### src/rtl/hyperbus_wb_bridge.sv
// hyperbus_wb_bridge: Wishbone slave serialising wide accesses into HyperBus word requests
module hyperbus_wb_bridge #(
   parameter int WB_DATA_WIDTH   = 32,
   parameter int WB_ADDR_WIDTH   = 32,
   parameter int HBUS_DATA_WIDTH = 16,
   parameter int HBUS_ADDR_WIDTH = 32,
   parameter int TIMEOUT_CYCLES  = 1024
) (
   input  logic                         wb_clk,
   input  logic                         wb_rst_n,
   input  logic [WB_ADDR_WIDTH-1:0]     wb_adr_i,
   input  logic [WB_DATA_WIDTH-1:0]     wb_dat_i,
   input  logic [WB_DATA_WIDTH/8-1:0]   wb_sel_i,
   input  logic                         wb_we_i,
   input  logic                         wb_cyc_i,
   input  logic                         wb_stb_i,
   input  logic [2:0]                   wb_cti_i,
   input  logic [1:0]                   wb_bte_i,
   output logic [WB_DATA_WIDTH-1:0]     wb_dat_o,
   output logic                         wb_ack_o,
   output logic                         wb_err_o,
   output logic                         wb_rty_o,
   output logic [HBUS_ADDR_WIDTH-1:0]   hbus_adr_o,
   output logic [HBUS_DATA_WIDTH-1:0]   hbus_dat_o,
   output logic [HBUS_DATA_WIDTH/8-1:0] hbus_sel_o,
   output logic                         hbus_wrq,
   output logic                         hbus_rrq,
   input  logic                         hbus_ready,
   input  logic [HBUS_DATA_WIDTH-1:0]   hbus_dat_i,
   input  logic                         hbus_valid,
   input  logic                         hbus_busy
);
   localparam int R  = WB_DATA_WIDTH / HBUS_DATA_WIDTH;
   localparam int BW = HBUS_DATA_WIDTH / 8;
   localparam int SB = $clog2(BW);
   localparam int KW = $clog2(R) + 1;
   typedef enum logic [2:0] {IDLE, WRITE, READ_REQ, READ_WAIT, ACK} state_t;
   state_t state, state_nx;
   logic [HBUS_ADDR_WIDTH-1:0] base;
   logic [WB_DATA_WIDTH-1:0] dat;
   logic [WB_DATA_WIDTH/8-1:0] sel;
   logic [KW-1:0] k, k_nx, cur, nxt;
   logic [31:0] cnt;
   logic [HBUS_DATA_WIDTH-1:0] wdat;
   logic [BW-1:0] wsel;
   logic abort, err_f, err_nx, hs, pend, tmo, abrt, start;
   logic unused;
   assign unused = ^{wb_cti_i, wb_bte_i};
   assign start = wb_cyc_i & wb_stb_i & ~hbus_busy;
   assign abrt = abort | ~wb_cyc_i;
   assign hs = ((hbus_wrq | hbus_rrq) & hbus_ready) | (state == READ_WAIT & hbus_valid);
   assign pend = hbus_wrq | hbus_rrq | state == READ_WAIT;
   assign tmo = TIMEOUT_CYCLES != 0 && pend && !hs && cnt == 32'(TIMEOUT_CYCLES - 1);
   // find the current and following write words that have any byte selected
   always_comb begin
      cur = KW'(R);
      nxt = KW'(R);
      wdat = '0;
      wsel = '0;
      for (int i = R - 1; i >= 0; i--)
         if (i >= int'(k) && sel[i*BW +: BW] != '0) begin
            cur = KW'(i);
            wdat = dat[i*HBUS_DATA_WIDTH +: HBUS_DATA_WIDTH];
            wsel = sel[i*BW +: BW];
         end
      for (int i = R - 1; i >= 0; i--)
         if (i > int'(cur) && sel[i*BW +: BW] != '0) nxt = KW'(i);
   end
   // HBUS request and WB termination outputs decoded from state
   always_comb begin
      hbus_wrq = state == WRITE && cur != KW'(R);
      hbus_rrq = state == READ_REQ;
      hbus_adr_o = hbus_wrq ? base + HBUS_ADDR_WIDTH'(cur) : hbus_rrq ? base + HBUS_ADDR_WIDTH'(k) : '0;
      hbus_dat_o = hbus_wrq ? wdat : '0;
      hbus_sel_o = hbus_wrq ? wsel : hbus_rrq ? '1 : '0;
      wb_ack_o = state == ACK && !err_f;
      wb_err_o = state == ACK && err_f;
      wb_rty_o = 1'b0;
   end
   // next-state logic: word sequencing, abort drain and timeout
   always_comb begin
      state_nx = state;
      k_nx = k;
      err_nx = err_f;
      case (state)
         IDLE: if (start) begin
            state_nx = wb_we_i ? WRITE : READ_REQ;
            k_nx = '0;
            err_nx = 1'b0;
         end
         WRITE: if (tmo) begin
            state_nx = abrt ? IDLE : ACK;
            err_nx = 1'b1;
         end else if (cur == KW'(R)) state_nx = abrt ? IDLE : ACK;
         else if (hs) begin
            state_nx = abrt ? IDLE : nxt == KW'(R) ? ACK : WRITE;
            k_nx = nxt;
         end
         READ_REQ: if (tmo) begin
            state_nx = abrt ? IDLE : ACK;
            err_nx = 1'b1;
         end else if (hs) state_nx = READ_WAIT;
         READ_WAIT: if (tmo) begin
            state_nx = abrt ? IDLE : ACK;
            err_nx = 1'b1;
         end else if (hs) begin
            state_nx = abrt ? IDLE : k == KW'(R - 1) ? ACK : READ_REQ;
            k_nx = k + KW'(1);
         end
         default: state_nx = IDLE;
      endcase
   end
   // state, captured request, timeout counter and read data registers
   always_ff @(posedge wb_clk) begin
      if (!wb_rst_n) begin
         state <= IDLE;
         k <= '0;
         cnt <= '0;
         abort <= 1'b0;
         err_f <= 1'b0;
         base <= '0;
         dat <= '0;
         sel <= '0;
         wb_dat_o <= '0;
      end else begin
         state <= state_nx;
         k <= k_nx;
         err_f <= err_nx;
         cnt <= (state == IDLE || hs || !pend) ? '0 : cnt + 32'd1;
         abort <= (state == IDLE || state == ACK) ? 1'b0 : abrt;
         if (state == IDLE && start) begin
            base <= HBUS_ADDR_WIDTH'((wb_adr_i >> SB) & ~WB_ADDR_WIDTH'(R - 1));
            dat <= wb_dat_i;
            sel <= wb_sel_i;
         end
         if (state == READ_WAIT && hbus_valid && !abrt)
            for (int i = 0; i < R; i++)
               if (i == int'(k)) wb_dat_o[i*HBUS_DATA_WIDTH +: HBUS_DATA_WIDTH] <= hbus_dat_i;
      end
   end
endmodule

### config.mk
export PLATFORM = sky130hd
export DESIGN_NAME = hyperbus_wb_bridge
export DESIGN_NICKNAME = d
export VERILOG_FILES = /design/src/rtl/hyperbus_wb_bridge.sv
export SDC_FILE = /design/constraint.sdc
export NUM_CORES = 1
export LEC_CHECK = 0
export BUFFER_PORTS_ARGS = -buffer_cell sky130_fd_sc_hd__buf_2
export CAP_MARGIN = 20
export CELL_PAD_IN_SITES_DETAIL_PLACEMENT = 1
export CELL_PAD_IN_SITES_GLOBAL_PLACEMENT = 1
export CORE_UTILIZATION = 37
export DETAILED_ROUTE_END_ITERATION = 7
export GPL_ROUTABILITY_DRIVEN = 0
export PLACE_DENSITY_LB_ADDON = 0.2
export SETUP_SLACK_MARGIN = 0.02
export SLEW_MARGIN = 10
export SYNTH_ARGS = -nofsm -noshare
export SYNTH_HDL_FRONTEND = slang
export SYNTH_SLANG_ARGS = --single-unit
### constraint.sdc
create_clock -name wb_clk -period 4.1 [get_ports wb_clk]
set_clock_uncertainty 0.05 [all_clocks]
set_input_delay 0.205 -clock wb_clk [delete_from_list [all_inputs] [get_ports wb_clk]]
set_output_delay 0.205 -clock wb_clk [all_outputs]
set_load 0.05 [all_outputs]
After elaboration in Yosys (flattened, before gate mapping)
Cells that the tools add are included.
Word-level totals
  input port bits: 97
  register bits after elaboration: 137
  output and inout port bits: 87
Operators by class
  reductions and logical operators: 32
  equality and inequality tests: 20
  bitwise operators: 11
  order comparisons: 3
  add/subtract/negate cells: 4
  muxes and demuxes: 37
Operator list (number)
  $add 31x2->32: 2
  $mux 32: 2
  $mux 16: 3
  $mux 3: 13
  $add 32x1->32 const B: 1
  $eq 32x10->1 const B: 1
  $mux 2: 14
  $ne 2x2->1 const B: 7
  $pmux 3 s4: 1
  $logic_and 1x1->1: 11
  $reduce_and 7->1: 1
  $eq 3x2->1 const B: 2
  $pmux 2 s3: 1
  $reduce_bool 2->1: 3
  $and 1x1->1: 4
  $eq 2x2->1 const B: 2
  $ge 1x2->1 const A: 2
  $logic_not 1->1: 4
  $ne 4x3->1 const B: 1
  $or 1x1->1: 4
  $reduce_and 2->1: 2
  $reduce_and 4->1: 1
  $reduce_or 2->1: 2
  $eq 3x1->1 const B: 1
  other kinds (17): 22

Logic depth before layout (Yosys ltp)
  word-level depth: 14
  gate-level depth with buffers: 13
  mapped depth without buffers: 12

Worst setup path before layout
No wires, ideal clock.
  kind: flip-flop to output port
  start: reg k[0]
  end: out hbus_adr_o[25]
  slack: -0.424 ns
  required time: 3.845 ns
  arrival time: 4.269 ns
  stages on the path, launching flop included: 13
  path through: dfxtp_1 -> inv_1 -> ha_1 -> o21ai_0 -> o21ai_2 -> inv_1 -> clkbuf_1 -> ha_1 -> ha_1 -> nand3_1 -> nor4_2 -> a22oi_1 -> o41ai_1
On the way
  word-level cells in the longest chain between the ends: 7
  elaborated cells on any way between the ends: 12
  classes of those cells: 2 x add/sub; 2 x order compare; 1 x eq/ne; 4 x mux; 3 x reduce/logical
RTL lines
  from (decl): RTL line 42  | logic [KW-1:0] k, k_nx, cur, nxt;
  from (signal assigned): RTL line 127  | k <= k_nx;
  branches (longest 6 deep; another with $add 31x2->32)
  $mux 32 (*): RTL line 73  | hbus_adr_o = hbus_wrq ? base + HBUS_ADDR_WIDTH'(cur) : hbus_rrq ? base + HBUS_ADDR_WIDTH'(k) : '0;
  to (decl): RTL line 23  | output logic [HBUS_ADDR_WIDTH-1:0] hbus_adr_o,
Mark *: on every way between the ends.

Worst setup path in the final report
Ends and elaborated chain as after synthesis.

==> flow_summary_export.csv <==
group,metric,value,unit
sta,final-setup-viol-count,0,
critical_path,cp-start-kind,"register",
logic_synthesis,syn_area,6849,µm²
min_path,hp-class,"input pin to register",
clock_tree,clockBufferDepth,2,
logic_synthesis,synth.distinct_cells,56,
global_route,grt.met1_usage,30.37,%
final_layout,fin_util,51.78,%
clock_tree,root_buffer,"clkbuf_16",
clock_tree,clkSinkCount,137,
route,vias_per_cell,5.462,
floorplan,die_h,138.1,µm
logic_synthesis,seq_area_frac_synth,40.04,%
placement,portBuffers,175,
global_route,antenna_found_initial,2,
global_route,grt_pass1_vias,7663,
critical_path,worstPathRequired,3.85,ns
logic_synthesis,syn_inst,893,
global_route,grt_max_degree,82,
route,post_drt_wl_per_cell,17.69,µm
critical_path,cp_cell_sequence,"inv_1 > ha_1 > o21ai_0 > o21ai_2 > inv_1 > buf_4 > ha_1 > ha_1 > buf_4 > nand3_1 > nor4_2 > buf_4 > a22oi_2 > o41ai_2 > clkbuf_4",
sta,min_period,3.776,ns
logic_synthesis,synth_top_family_by_area,"simple AND/OR/NAND/NOR gates",
logic_synthesis,synthArstFlopShare,0,%
run,maxCapViolCount,0,
final_layout,regArea,2743,µm²
logic_synthesis,synth_area_per_cell,7.670,µm²
logic_synthesis,synth-compound-area-share,20.99,%
floorplan,die_area,19060,µm²
route,drtAntennaViolNets,0,
global_route,overflow,0,
floorplan,rows,49,
final_layout,area_growth,36.26,%
floorplan,start_util,38.00,%
sta,fin_ws,0.3240,ns
critical_path,endpoint_kind,"output pin",
clock_tree,cts_tree,"yes",
sta,hold_viol_final,0,
critical_path,slowest_delay,0.42,ns
floorplan,io_pins,184,
global_route,busiest_layer,"met2",
sta,worst_slew_pin_slew,0.9189,ns
sta,post-route-period-util,92.10,%
sta,maxSlewHeadroom,38.59,%
floorplan,die_x,138.1,µm
global_route,grt_first_pass_wirelength,39430,µm
final_layout,n_fill_cell,2229,
logic_synthesis,muxShareOfSynthArea,3.069,%
global_route,use_met2,43.95,%
clock_tree,cts_buffers,17,
route,drtIter0Drc,407,
route,vias,7456,
clock_tree,cts.htree.levels,4,
global_route,track_usage,25.29,%
route,route.detailed.drc,0,
final_layout,final_area,9333,µm²
power,p_leak,3.690,nW
route,wirelength,24150,µm
sta,hold_ws,0.01626,ns
sta,rsz0062_at_grt,"yes",
critical_path,worstSetupPathType,"register to output pin",
logic_synthesis,synthAdderAreaFrac,1.279,%
sta,drv_slew,0,
critical_path,critPathMaxFanout,13,
power,peakVddDrop,0.2842,mV
logic_synthesis,synthSimpleGateAreaFrac,26.89,%
placement,dp_cells,1246,
logic_synthesis,synth_xor_area_share,2.941,%
final_layout,fin_nets,1224,
status,outcome,"completed",
final_layout,final_layout_size_suffix_gt1_share,22.07,%
final_layout,fin_cells,1365,
placement,place_ws,0.5308,ns
floorplan,core-area,18020,µm²
critical_path,worstPathArrival,3.52,ns
logic_synthesis,yosys_warnings,0,
placement,place_area,7850,µm²
logic_synthesis,synth_edf_count,0,
route,dr.pass1.iters,6,
clock_tree,clk_latency,0.41,ns
logic_synthesis,synth-seq-cells,137,
placement,dpl.hpwl,15150,µm
final_layout,multi_input_area,3842,µm²
global_route,met3_usage,5.507,%
logic_synthesis,synth_flop_cell,"dfxtp_1",
critical_path,slowest_stage,"dfxtp_1",
logic_synthesis,synth_nets,997,
sta,max_freq,264.8,MHz
clock_tree,path_clk_slew,0.06,ns
power,p_per_area,341.5,nW/µm²
worst paths after layout:
path                 from              to  slack (ns)  cells after the start
max                  k[0]  hbus_adr_o[25]        0.32                     15
min          wb_dat_i[23]         dat[23]        0.02                      3
max reg2reg      state[0]        state[2]        1.41                      5
min reg2reg  wb_dat_o[17]    wb_dat_o[17]        0.41                      2
layer usage:
layer	up-vias	part of all wire [%]
met5	-	0
met4	0	2.5
met3	40	4.9
met2	200	50
met1	3584	43
li1	3632	-
cells in the mapped netlist (8+ instances only):
| library cell | instances | area share, % |
|---|---|---|
| a21oi_1 | 123 | 9.0 |
| a22o_1 | 16 | 2.0 |
| a22oi_1 | 8 | 0.88 |
| a31oi_1 | 13 | 1.2 |
| and3_1 | 11 | 1.0 |
| clkbuf_1 | 54 | 3.0 |
| dfxtp_1 | 137 | 40 |
| inv_1 | 15 | 0.82 |
| mux2i_1 | 21 | 3.1 |
| nand2_1 | 188 | 10 |
| nand3_1 | 39 | 2.8 |
| nand4_1 | 24 | 2.2 |
| nor2_1 | 66 | 3.6 |
| nor4_1 | 15 | 1.4 |
| o21ai_0 | 29 | 2.1 |
| or3_1 | 10 | 0.91 |
| xor2_1 | 17 | 2.2 |
where the power goes:
| group | internal, mW | total (mW) | switching, mW | leakage (nW) |
|---|---|---|---|---|
| registers | 1.35 | 1.38 | 0.0297 | 1.11 |
| logic | 0.123 | 0.272 | 0.149 | 2.31 |
| clock network | 0.899 | 1.53 | 0.632 | 0.269 |
| total | 2.38 | 3.19 | 0.811 | 3.69 |
registers in the layout (all words and copies together), names as in the netlist:
signal and cells:
state 3, abort 1, base 30, sel 4, cnt 32, wb_dat_o 32
k 2, err_f 1, dat 32
cells in the final DEF (no fill, tap or decap), types with 4 or more instances in the layout:
cell           instances
clkinv_2               4
nor4_1                12
o21ai_0               29
a211oi_1               7
a22o_1                16
mux2i_1               21
and4_1                 6
dfxtp_1              137
clkbuf_16             17
buf_2                168
a22oi_1                7
xnor2_1                6
clkbuf_4               6
nand4_1               24
ha_1                   7
a32o_1                 5
a31oi_1               13
nor2_1                65
clkinvlp_4             5
or3_1                 10
nor3_1                 7
and3_1                11
nand2_1              188
dlygate4sd3_1         79
nor4_2                 7
o31ai_1                6
and2_1                 4
buf_4                 19
nand2b_1               4
inv_1                 14
xor2_1                17
nand3_1               38
a21oi_1              123
metrics by stage:
stage / power [mW] / setup TNS [ns]
after global routing: 3.297 / -0.02968
final: 3.187 / 0
after CTS: 3.201 / 0
after floorplan: 1.526 / -1.211
after global placement: 1.611 / 0
after detailed placement: 1.615 / 0
worst max-delay path, delay by kind of cell, from the launching register on:
kind | cells | cell delay, ns
buf+inv | 6 | 1.03
compound gates | 4 | 0.79
simple gates | 2 | 0.24
flops | 1 | 0.42
fa+ha+maj | 3 | 0.64
area by class of cell:
type / count / area share [%]
Inverter: 15 / 0.6167
Clock inverter: 14 / 1.582
Antenna cell: 3 / 0.08044
Tap cell: 229 / 3.070
Sequential cell: 137 / 29.39
Multi-Input combinational cell: 677 / 41.17
Clock buffer: 18 / 4.598
Timing Repair Buffer: 272 / 19.49
kinds of logic after synthesis:
group,after synthesis
other cells,1
buf+inv,79
simple gates,392
mux,21
flops,137
compound gates,233
xor+xnor,23
fa+ha+maj,7
what timing repair did:
action                                  4_1_cts  5_1_grt
pin swaps                                     0        3
hold buffers                                 79        0
hold endpoints to repair                     90        0
setup buffers                                 0        5
gates resized for setup                       1       16
endpoints found under the setup margin        1       19
Power figures use the tool's default switching activity.
